**src/rtl/ppm_pkg.sv**
```systemverilog
// Shared constants, control struct and elaboration-time helpers for the ppm_mac
// carry-save multiply-accumulate block.
package ppm_pkg;

  localparam int MULT_WALLACE = 0;
  localparam int MULT_DADDA   = 1;

  typedef struct packed {
    logic vld;
    logic acc_en;
    logic acc_clr;
  } ctrl_t;

  function automatic int acc_w_def(input int n, input int m);
    return n + m + 8;
  endfunction

  // Baugh-Wooley constant for an nx-by-my signed array whose negative-weight
  // partial-product bits are stored inverted: minus the sum of those weights.
  function automatic logic [127:0] bw_corr(input int nx, input int my);
    logic [127:0] s;
    s = '0;
    for (int j = 0; j < my - 1; j++) s = s + (128'd1 << (nx - 1 + j));
    for (int i = 0; i < nx - 1; i++) s = s + (128'd1 << (i + my - 1));
    return -s;
  endfunction

  // Number of 3:2 compressors used on a level holding c rows; the tree stops at 3.
  function automatic int red_cnt(input int c, input int mult);
    int d;
    int n;
    if (c <= 3) return 0;
    if (mult == MULT_DADDA) begin
      d = 3;
      while ((d * 3) / 2 < c) d = (d * 3) / 2;
      n = c - d;
      if (n > c / 3) n = c / 3;
    end else begin
      n = c / 3;
    end
    return n;
  endfunction

  function automatic int rows_at(input int r, input int lvl, input int mult);
    int c;
    c = r;
    for (int l = 0; l < lvl; l++) c = c - red_cnt(c, mult);
    return c;
  endfunction

  function automatic int num_lvls(input int r, input int mult);
    int c;
    int l;
    c = r;
    l = 0;
    while (c > 3) begin
      c = c - red_cnt(c, mult);
      l++;
    end
    return l;
  endfunction

endpackage

```
**src/rtl/ppm_csa42.sv**
```systemverilog
// Vector 3:2 compressor and the 4:2 carry-save adder built from two of them.
// Carries shift left within W bits, so every sum is modulo 2^W.
module ppm_compressor32 #(
  parameter int W = 8
) (
  input  logic [W-1:0] i_a,
  input  logic [W-1:0] i_b,
  input  logic [W-1:0] i_c,
  output logic [W-1:0] o_s,
  output logic [W-1:0] o_c
);
  logic [W-1:0] w_maj;

  assign o_s   = i_a ^ i_b ^ i_c;
  assign w_maj = (i_a & i_b) | (i_a & i_c) | (i_b & i_c);
  assign o_c   = w_maj << 1;
endmodule

module ppm_csa42 #(
  parameter int W = 8
) (
  input  logic [W-1:0] i_a,
  input  logic [W-1:0] i_b,
  input  logic [W-1:0] i_c,
  input  logic [W-1:0] i_d,
  output logic [W-1:0] o_s,
  output logic [W-1:0] o_c
);
  logic [W-1:0] w_s1, w_c1;

  ppm_compressor32 #(.W(W)) u_lo (
    .i_a(i_a), .i_b(i_b), .i_c(i_c), .o_s(w_s1), .o_c(w_c1)
  );
  ppm_compressor32 #(.W(W)) u_hi (
    .i_a(w_s1), .i_b(w_c1), .i_c(i_d), .o_s(o_s), .o_c(o_c)
  );
endmodule

```
**src/rtl/ppm_tree.sv**
```systemverilog
// Baugh-Wooley partial products reduced to three rows by a Wallace or Dadda
// schedule of 3:2 compressors; the sign constant is added downstream.
module ppm_tree
  import ppm_pkg::*;
#(
  parameter int NX   = 18,
  parameter int MY   = 18,
  parameter int W    = 42,
  parameter int MULT = MULT_WALLACE
) (
  input  logic [NX-1:0] i_x,
  input  logic [MY-1:0] i_y,
  output logic [W-1:0]  o_r0,
  output logic [W-1:0]  o_r1,
  output logic [W-1:0]  o_r2
);
  localparam int NL = num_lvls(MY, MULT);

  logic [W-1:0] w_lv [NL+1][MY];

  // Only the bits whose weight is negative (exactly one operand MSB) are inverted.
  for (genvar j = 0; j < MY; j++) begin : g_pp
    localparam logic [NX-1:0] INV = (j == MY - 1) ? {1'b0, {(NX-1){1'b1}}}
                                                  : {1'b1, {(NX-1){1'b0}}};
    assign w_lv[0][j] = W'((i_x & {NX{i_y[j]}}) ^ INV) << j;
  end

  for (genvar l = 1; l <= NL; l++) begin : g_lvl
    localparam int PC = rows_at(MY, l - 1, MULT);
    localparam int NR = red_cnt(PC, MULT);
    localparam int CC = PC - NR;

    for (genvar g = 0; g < NR; g++) begin : g_csa
      ppm_compressor32 #(.W(W)) u_c (
        .i_a(w_lv[l-1][3*g]),
        .i_b(w_lv[l-1][3*g+1]),
        .i_c(w_lv[l-1][3*g+2]),
        .o_s(w_lv[l][2*g]),
        .o_c(w_lv[l][2*g+1])
      );
    end
    for (genvar k = 3 * NR; k < PC; k++) begin : g_pass
      assign w_lv[l][k-NR] = w_lv[l-1][k];
    end
    for (genvar k = CC; k < MY; k++) begin : g_tie
      assign w_lv[l][k] = '0;
    end
  end

  assign o_r0 = w_lv[NL][0];
  assign o_r1 = w_lv[NL][1];
  assign o_r2 = w_lv[NL][2];
endmodule

```
**src/rtl/ppm_mac.sv**
```systemverilog
// Pipelined signed/unsigned multiply-accumulate with carry-save product, output
// and accumulator; a single stall enable freezes every stage under back-pressure.
module ppm_mac
  import ppm_pkg::*;
#(
  parameter int N     = 17,
  parameter int M     = 17,
  parameter int MULT  = MULT_WALLACE,
  parameter int PIPE  = 2,
  parameter int ACC_W = acc_w_def(N, M)
) (
  input  logic             clk,
  input  logic             rst,
  input  logic             in_valid,
  output logic             in_ready,
  input  logic [N-1:0]     a,
  input  logic [M-1:0]     b,
  input  logic             tc,
  input  logic             acc_en,
  input  logic             acc_clr,
  output logic             out_valid,
  input  logic             out_ready,
  output logic [ACC_W-1:0] out1,
  output logic [ACC_W-1:0] out2
);
  localparam int           W         = ACC_W;
  localparam logic [127:0] CORR_FULL = bw_corr(N + 1, M + 1);
  localparam logic [W-1:0] CORR      = CORR_FULL[W-1:0];

  logic         w_en, w_add;
  logic [N:0]   w_x;
  logic [M:0]   w_y;
  ctrl_t        w_c0, w_c1, w_c2;
  logic [W-1:0] w_t0, w_t1, w_t2, w_b0, w_b1, w_b2;
  logic [W-1:0] w_ps, w_pc, w_qs, w_qc, w_rs, w_rc, w_add_s, w_add_c;
  logic         r_out_valid;
  logic [W-1:0] r_out1, r_out2, r_acc_s, r_acc_c;

  assign w_en     = !r_out_valid || out_ready;
  assign in_ready = w_en && !rst;

  // One extra operand bit makes unsigned inputs fit the signed array.
  assign w_x  = {tc & a[N-1], a};
  assign w_y  = {tc & b[M-1], b};
  assign w_c0 = '{vld: in_valid && in_ready, acc_en: acc_en, acc_clr: acc_clr};

  ppm_tree #(.NX(N + 1), .MY(M + 1), .W(W), .MULT(MULT)) u_tree (
    .i_x(w_x), .i_y(w_y), .o_r0(w_t0), .o_r1(w_t1), .o_r2(w_t2)
  );

  if (PIPE >= 3) begin : g_s1
    logic [W-1:0] r_t0, r_t1, r_t2;
    ctrl_t        r_c;
    always_ff @(posedge clk or posedge rst) begin
      if (rst) begin
        r_t0 <= '0;
        r_t1 <= '0;
        r_t2 <= '0;
        r_c  <= '0;
      end else if (w_en) begin
        r_t0 <= w_t0;
        r_t1 <= w_t1;
        r_t2 <= w_t2;
        r_c  <= w_c0;
      end
    end
    assign w_b0 = r_t0;
    assign w_b1 = r_t1;
    assign w_b2 = r_t2;
    assign w_c1 = r_c;
  end else begin : g_s1_byp
    assign w_b0 = w_t0;
    assign w_b1 = w_t1;
    assign w_b2 = w_t2;
    assign w_c1 = w_c0;
  end

  ppm_csa42 #(.W(W)) u_corr (
    .i_a(w_b0), .i_b(w_b1), .i_c(w_b2), .i_d(CORR), .o_s(w_ps), .o_c(w_pc)
  );

  if (PIPE >= 2) begin : g_s2
    logic [W-1:0] r_ps, r_pc;
    ctrl_t        r_c;
    always_ff @(posedge clk or posedge rst) begin
      if (rst) begin
        r_ps <= '0;
        r_pc <= '0;
        r_c  <= '0;
      end else if (w_en) begin
        r_ps <= w_ps;
        r_pc <= w_pc;
        r_c  <= w_c1;
      end
    end
    assign w_qs = r_ps;
    assign w_qc = r_pc;
    assign w_c2 = r_c;
  end else begin : g_s2_byp
    assign w_qs = w_ps;
    assign w_qc = w_pc;
    assign w_c2 = w_c1;
  end

  // ACC is added in the output stage so a dependent successor sees it next cycle.
  assign w_add   = w_c2.acc_en && !w_c2.acc_clr;
  assign w_add_s = w_add ? r_acc_s : '0;
  assign w_add_c = w_add ? r_acc_c : '0;

  ppm_csa42 #(.W(W)) u_acc (
    .i_a(w_qs), .i_b(w_qc), .i_c(w_add_s), .i_d(w_add_c), .o_s(w_rs), .o_c(w_rc)
  );

  always_ff @(posedge clk or posedge rst) begin
    if (rst) begin
      r_out_valid <= 1'b0;
      r_out1      <= '0;
      r_out2      <= '0;
      r_acc_s     <= '0;
      r_acc_c     <= '0;
    end else if (w_en) begin
      r_out_valid <= w_c2.vld;
      if (w_c2.vld) begin
        r_out1 <= w_rs;
        r_out2 <= w_rc;
        if (w_c2.acc_en) begin
          r_acc_s <= w_rs;
          r_acc_c <= w_rc;
        end
      end
    end
  end

  assign out_valid = r_out_valid;
  assign out1      = r_out1;
  assign out2      = r_out2;
endmodule

```
**config.mk**
```make
export PLATFORM = sky130hd
export DESIGN_NAME = ppm_mac
export DESIGN_NICKNAME = d
export VERILOG_FILES = /design/src/rtl/ppm_pkg.sv /design/src/rtl/ppm_csa42.sv /design/src/rtl/ppm_tree.sv /design/src/rtl/ppm_mac.sv
export SDC_FILE = /design/constraint.sdc
export NUM_CORES = 1
export LEC_CHECK = 0
export BUFFER_PORTS_ARGS = -buffer_cell sky130_fd_sc_hd__buf_4
export CORE_MARGIN = 2
export CORE_UTILIZATION = 44
export CTS_CLUSTER_SIZE = 12
export DETAILED_ROUTE_END_ITERATION = 10
export HOLD_SLACK_MARGIN = 0.08
export MAX_ROUTING_LAYER = met4
export SLEW_MARGIN = 15
export SYNTH_ARGS = -nofsm -noshare
export SYNTH_HDL_FRONTEND = slang
export SYNTH_SLANG_ARGS = --single-unit
```
**constraint.sdc**
```tcl
create_clock -name clk -period 9.9 [get_ports clk]
set_clock_uncertainty 0.1 [all_clocks]
set_input_delay 0.495 -clock clk [delete_from_list [all_inputs] [get_ports clk]]
set_output_delay 0.495 -clock clk [all_outputs]
set_load 0.01 [all_outputs]
```
== After elaboration in Yosys (flattened, before gate mapping) ==
Index checks and enable logic that the tools add are counted.
Widths: inputs -> output; s select.
Storage, ports and cells
  output and inout bits: 86
  input port bits: 41
  register bits after elaboration: 253
Cells by class
  bitwise logic cells: 169
  muxes and demuxes: 2
  reduce and logical (&&, ||, !) cells: 9
Operator list (count)
  $and 41x41->41: 35
  $or 41x41->41: 32
  $xor 42x42->42: 27
  $and 18x18->18: 18
  $mux 42: 2
  $xor 42x20->42: 1
  $xor 42x23->42: 1
  $xor 42x26->42: 1
  $xor 42x29->42: 1
  $xor 42x32->42: 1
  $xor 42x35->42: 1
  $and 41x32->41: 1
  $and 41x35->41: 1
  $or 41x20->41: 1
  $or 41x23->41: 1
  $or 41x26->41: 1
  $or 41x29->41: 1
  $or 41x32->41: 1
  $or 41x35->41: 1
  $and 33x35->35: 1
  $and 34x35->35: 1
  $xor 34x35->35: 1
  $and 33x34->34: 1
  $xor 33x34->34: 1
  26 further kinds: 47

== Longest topological paths before layout ==
  depth in word-level cells: 24
  depth in mapped cells: 17
  gate-level depth less buffers: 16

== By module ==
Synthesis repeated with hierarchy kept, for this count alone.
Unflattened totals
  cell total of the unflattened synthesis: 1844
  area, all modules: 29179.2 um^2
By module, submodules not included
  ppm_compressor32: times used 19, area an instance 855.8 um^2, cells an instance 44, seq. area each 0.0 um^2
  ppm_mac: times used 1, area an instance 10596.4 um^2, cells an instance 645, seq. area each 6406.1 um^2
  ppm_tree: times used 1, area an instance 2322.2 um^2, cells an instance 363, seq. area each 0.0 um^2

== Worst setup path before layout ==
No wires, ideal clock.
  path type: input-to-reg
  from: input rst
  to: register g_s2.r_c[2] (netlist bit)
  required time: 9698 ps
  arrival: 5697 ps
  library setup time: 102 ps
  setup slack: 4000 ps
  path buffers: 0
  cell stages on the path: 3
  path through: inv_1 -> nand2_1 -> o21ai_0
On the way
  word-level cells in the longest chain between the ends: 3
Ends and longest elaborated chain
  from (decl): RTL line ppm_mac.sv:13  | input logic rst,
  $logic_not 1->1 (no line)
  $logic_and 1x1->1: RTL line ppm_mac.sv:40  | assign in_ready = w_en && !rst;
  $logic_and 1x1->1: RTL line ppm_mac.sv:45  | assign w_c0 = '{vld: in_valid && in_ready, acc_en: acc_en, acc_clr: acc_clr};
  to (signal assigned): RTL line ppm_mac.sv:93  | r_c <= w_c1;
  to (decl): RTL line ppm_mac.sv:84  | ctrl_t r_c;
Every way passes these cells.
A chain may end at the register's enable or synchronous reset.

== Final worst setup path ==
  from: input tc
  to: register g_s2.r_ps[22]
On the way
  word-level cells in the longest chain between the ends: 21
  elaborated cells on any way between the ends: 93
  those cells by class: bitwise: 93
Ends and longest elaborated chain
  from (decl): RTL line ppm_mac.sv:18  | input logic tc,
  $and 1x1->1: RTL line ppm_mac.sv:43  | assign w_x = {tc & a[N-1], a};
  $and 18x18->18: RTL line ppm_tree.sv:25  | assign w_lv[0][j] = W'((i_x & {NX{i_y[j]}}) ^ INV) << j;
  $not 1->1 (no line)
  $and 18x19->19, or another cell as far along: RTL line ppm_csa42.sv:15  | assign w_maj = (i_a & i_b) | (i_a & i_c) | (i_b & i_c);
  $or 41x41->41 or $xor 42x20->42 (tied branches): RTL line ppm_csa42.sv:15, ppm_csa42.sv:14
  $or 41x20->41 or $and 41x41->41 (tied branches): RTL line ppm_csa42.sv:15
  $and 41x41->41, or another cell as far along: RTL line ppm_csa42.sv:15
  $or 41x41->41 or $xor 42x42->42 (tied branches): RTL line ppm_csa42.sv:15, ppm_csa42.sv:14
  [... 5 more ...]
  $or 41x41->41 or $xor 42x42->42 (tied branches): RTL line ppm_csa42.sv:15, ppm_csa42.sv:14
  $or 41x41->41 or $and 41x41->41 (tied branches): RTL line ppm_csa42.sv:15
  $and 41x41->41, or another cell as far along: RTL line ppm_csa42.sv:15
  $or 41x41->41 or $xor 42x42->42 (tied branches): RTL line ppm_csa42.sv:15, ppm_csa42.sv:14
  $or 41x41->41 or $and 41x41->41 (tied branches): RTL line ppm_csa42.sv:15
  $xor 42x42->42 or $or 41x41->41 (tied branches) (2 in a row): RTL line ppm_csa42.sv:14, ppm_csa42.sv:15
  $xor 42x42->42 *: RTL line ppm_csa42.sv:14  | assign o_s = i_a ^ i_b ^ i_c;
  net u_corr.o_s[22]: RTL line ppm_csa42.sv:26  | output logic [W-1:0] o_s,
  to (signal assigned): RTL line ppm_mac.sv:91  | r_ps <= w_ps;
  to (decl): RTL line ppm_mac.sv:83  | logic [W-1:0] r_ps, r_pc;
Mark *: on every way through the listed nets, which the timed path passes. The rest lies on a longest branch.

==> summary.txt <==
Detailed routing
  – Initial drt markers: 694
  – Vias/cell: 4.92
  – Remaining antenna violation count: 0
  – DRT Wirelength: 46500 um
  – Drt drc: 0
  – TritonRoute pass-1 iters: 5
  – Via Count: 13.1k
  – Routed WL per cell: 17.5 um

Yosys
  – Synthesized area: 0.0204 sq mm
  – Synth area leader: fa_1
  – Syn Area/Cell: 10.3 sq um
  – Synth area leaders: fa_1 (32%), dfrtp_1 (29%), nand2_1 (11%)
  – Most used DFF post-synth: dfrtp_1
  – Synth warn: 0
  – FF+latch count, synth: 236
  – Seq/Total Area, Yosys: 0.289
  – Cells after synthesis: 1977
  – FFs w/ async S/R, synth: 1.00
  – Share of the synthesized area in the top cell type: 0.321
  – Netlist cell types: 32
  – Post-synth EDFFs: 0

Worst setup path
  – Cell Chain, Critical Path: buf_4 > and2_1 > nand2_1 > fa_1 > fa_1 > inv_1 > fa_1 > fa_1 > fa_1 > fa_1 > inv_1 > ha_1 > nand2_1 > nand2_1
  – Critical path depth in cells: 14
  – Worst Path Required: 10.25 ns
  – Crit Path Max Fanout: 24
  – Setup crit end kind: flip-flop
  – RR Endpoint: out2[23]
  – Delay-heaviest family, CP: adder cells
  – CP Buf/Inv Count: 3
  – Slowest stage delay, CP: 0.57 ns
  – CP Class: in -> reg
  – Slowest cell on crit path: fa_1
  – Reg2reg path depth: 5
  – R2r setup slk: 6.98 ns
  – CP Data Arrival Time: 4.59 ns
  – R2r startpoint: out_valid
  – Crit-path most repeated cell: fa_1
  – Startpoint class of the critical path: primary input

Clocking
  – CTS root buffer: clkbuf_16
  – CTS Buf Count: 27
  – Post-cts resize count: 0
  – CTS tree: built
  – Insertion delay to the later sink of the worst-skew pair: 0.55 ns
  – Reg clk slew, reported paths: 0.06 ns
  – TritonCTS Sinks: 236
  – Max Root-Sink Buffers: 3
  – # H-tree levels: 1

Timing
  – Tmin final: 4.24 ns
  – Post-route clock period utilization: 0.428
  – Slew margin rel.: 0.353
  – Setup_tns: 0 ns
  – Max Fclk: 236 MHz
  – Worst-margin pin slew: 0.970 ns
  – Unrepaired setup endpoints after global routing: false
  – Final-report setup violation count: 0
  – Final Hold Vio Count: 0
  – Final Max Tran Viols: 0

Pwr
  – Logic gate share of total power: 0.583
  – Pleak: 0.0117 uW
  – Switch Pwr: 2550 uW
  – Sequential Power Share: 0.257
  – Internal: 3650 uW
  – PD cells: 275 mW/mm^2
  – Max VDD drop: 0.146 mV
  – Sw frac: 0.411
  – Clk pwr share: 0.160

Place
  – Number of port buffers: 124
  – Placed Cells: 2602
  – DP HPWL: 33200 um
  – Final GP Congestion: 0.864

Floorplan
  – Die width: 220 um
  – Die height: 220 um
  – Row cnt: 78
  – Core area: 0.0456 sq mm
  – Ports: 127
  – Initial core utilization: 0.449
  – Die ar.: 0.0482 sq mm

Worst hold path
  – Worst Hold End: g_s2.r_c[2]
  – Min-delay src: in_valid
  – Hold Crit Depth: 3
  – Hold Crit Class: in -> reg

Cells and area
  – NumNets Final: 2511
  – Share of layout cells above drive strength 1: 0.129
  – Non-filler cells, final: 2653
  – P&R area growth vs syn: 10.1%
  – Fillers: 4233

Global route
  – GRT Util Overall: 0.209
  – Vias in the first global route: 14.2k
  – Initial antenna violation count: 1
  – First-pass GRT wire length: 77400 um
  – Largest net degree at the start of global routing: 116
  – Global route overflow: 0

Outcome
  – Status: finished clean

Run
  – Maxcap violations: 0
-- power groups by stage --
stage	combinational, uW	sequential, uW	clock, uW
6_report	3620	1590	993
5_1_grt	4220	1640	1060
4_1_cts	3700	1600	1020
3_5_place_dp	3660	1610	0
3_3_place_gp	3570	1600	0
2_1_floorplan	2520	1610	0
-- cells in the mapped netlist, types with 8 or more instances --
| master | n |
|---|---|
| and2_1 | 207 |
| and3_1 | 20 |
| buf_1 | 8 |
| buf_2 | 11 |
| buf_6 | 9 |
| clkbuf_1 | 69 |
| dfrtp_1 | 236 |
| fa_1 | 328 |
| ha_1 | 108 |
| inv_1 | 241 |
| mux2_2 | 13 |
| mux2_4 | 68 |
| nand2_1 | 611 |
-- area by class of cell --
type	instances	area, sq um	share of cell area
clock inverters	9	93.8	0.00417
well taps	600	751	0.0333
repair buffers	135	1020	0.0455
diodes	1	2.50	0.000111
flip-flops and latches	236	5910	0.262
clock buffers	38	787	0.0349
multi-input cells	1393	13000	0.579
inverters	241	912	0.0405
-- placed cells by master, fill, tap and decap left out, types with 2 or more instances in the layout --
master / count
dfrtp_1: 236
and3_1: 19
clkinv_2: 4
mux2_4: 68
fa_1: 328
clkbuf_1: 4
nor2_1: 6
nand2_1: 611
mux2_2: 13
dlygate4sd3_1: 3
nand2b_1: 2
a21oi_1: 5
ha_1: 108
clkinvlp_4: 2
nand3_1: 6
buf_4: 131
nor2b_4: 2
clkbuf_16: 27
xor2_1: 3
and2_1: 207
inv_1: 240
o21ai_0: 3
clkbuf_8: 7
conb_1: 2
-- state kept, by name (all words and copies together) (netlist names) --
name and count:
g_s2.r_ps 38, g_s2.r_c 3, out2 40, out1 42
out_valid 1, r_acc_s 42, r_acc_c 40, g_s2.r_pc 30
-- cell families after synthesis --
kind of cell	Yosys count	synth area share
muxes	82	0.0576
DFF	236	0.289
xor gates and xnor gates	3	0.00129
buffers and inverters	349	0.0745
other	1	0.000183
and+or+nand+nor	859	0.187
AOI/OAI and AO/OA	11	0.00300
adders and majority gates	436	0.387
-- repair_timing --
item | CTS | global route
setup buffers | 0 | 0
hold buffers | 3 | 0
endpoints found under the hold margin | 116 | 0
-- layer usage --
metal / GRT usage / share of wire
met2: 0.338 / 0.48
met1: 0.285 / 0.45
met3: 0.0272 / 0.046
met5: - / 0
met4: 0.0436 / 0.021
-- worst min-delay path, stage by stage --
cell and delay [ns]:
buf_4 0.12, nand2_1 0.06, o21ai_0 0.06
-- through the flow --
step / instance area (sq um) / util / hold slack, ns / power, uW / setup slack, ns
6_report: 22500 / 0.494 / 0.119 / 6200 / 5.66
5_1_grt: 22500 / 0.494 / 0.102 / 6920 / 5.48
4_1_cts: 22500 / 0.494 / 0.0995 / 6320 / 5.66
3_5_place_dp: 21600 / 0.474 / 0.354 / 5270 / 5.07
3_3_place_gp: 21600 / 0.474 / 0.348 / 5180 / 5.14
2_1_floorplan: 20500 / - / 0.337 / 4130 / 2.81
-- worst max path at each step --
stage,startpoint,to
global placement,tc,g_s2.r_ps[22]
floorplan,rst,g_s2.r_c[0]
global route,tc,g_s2.r_ps[22]
CTS,tc,g_s2.r_ps[22]
detailed placement,tc,g_s2.r_ps[22]
finish,tc,g_s2.r_ps[22]
Power figures use the tool's default switching activity.
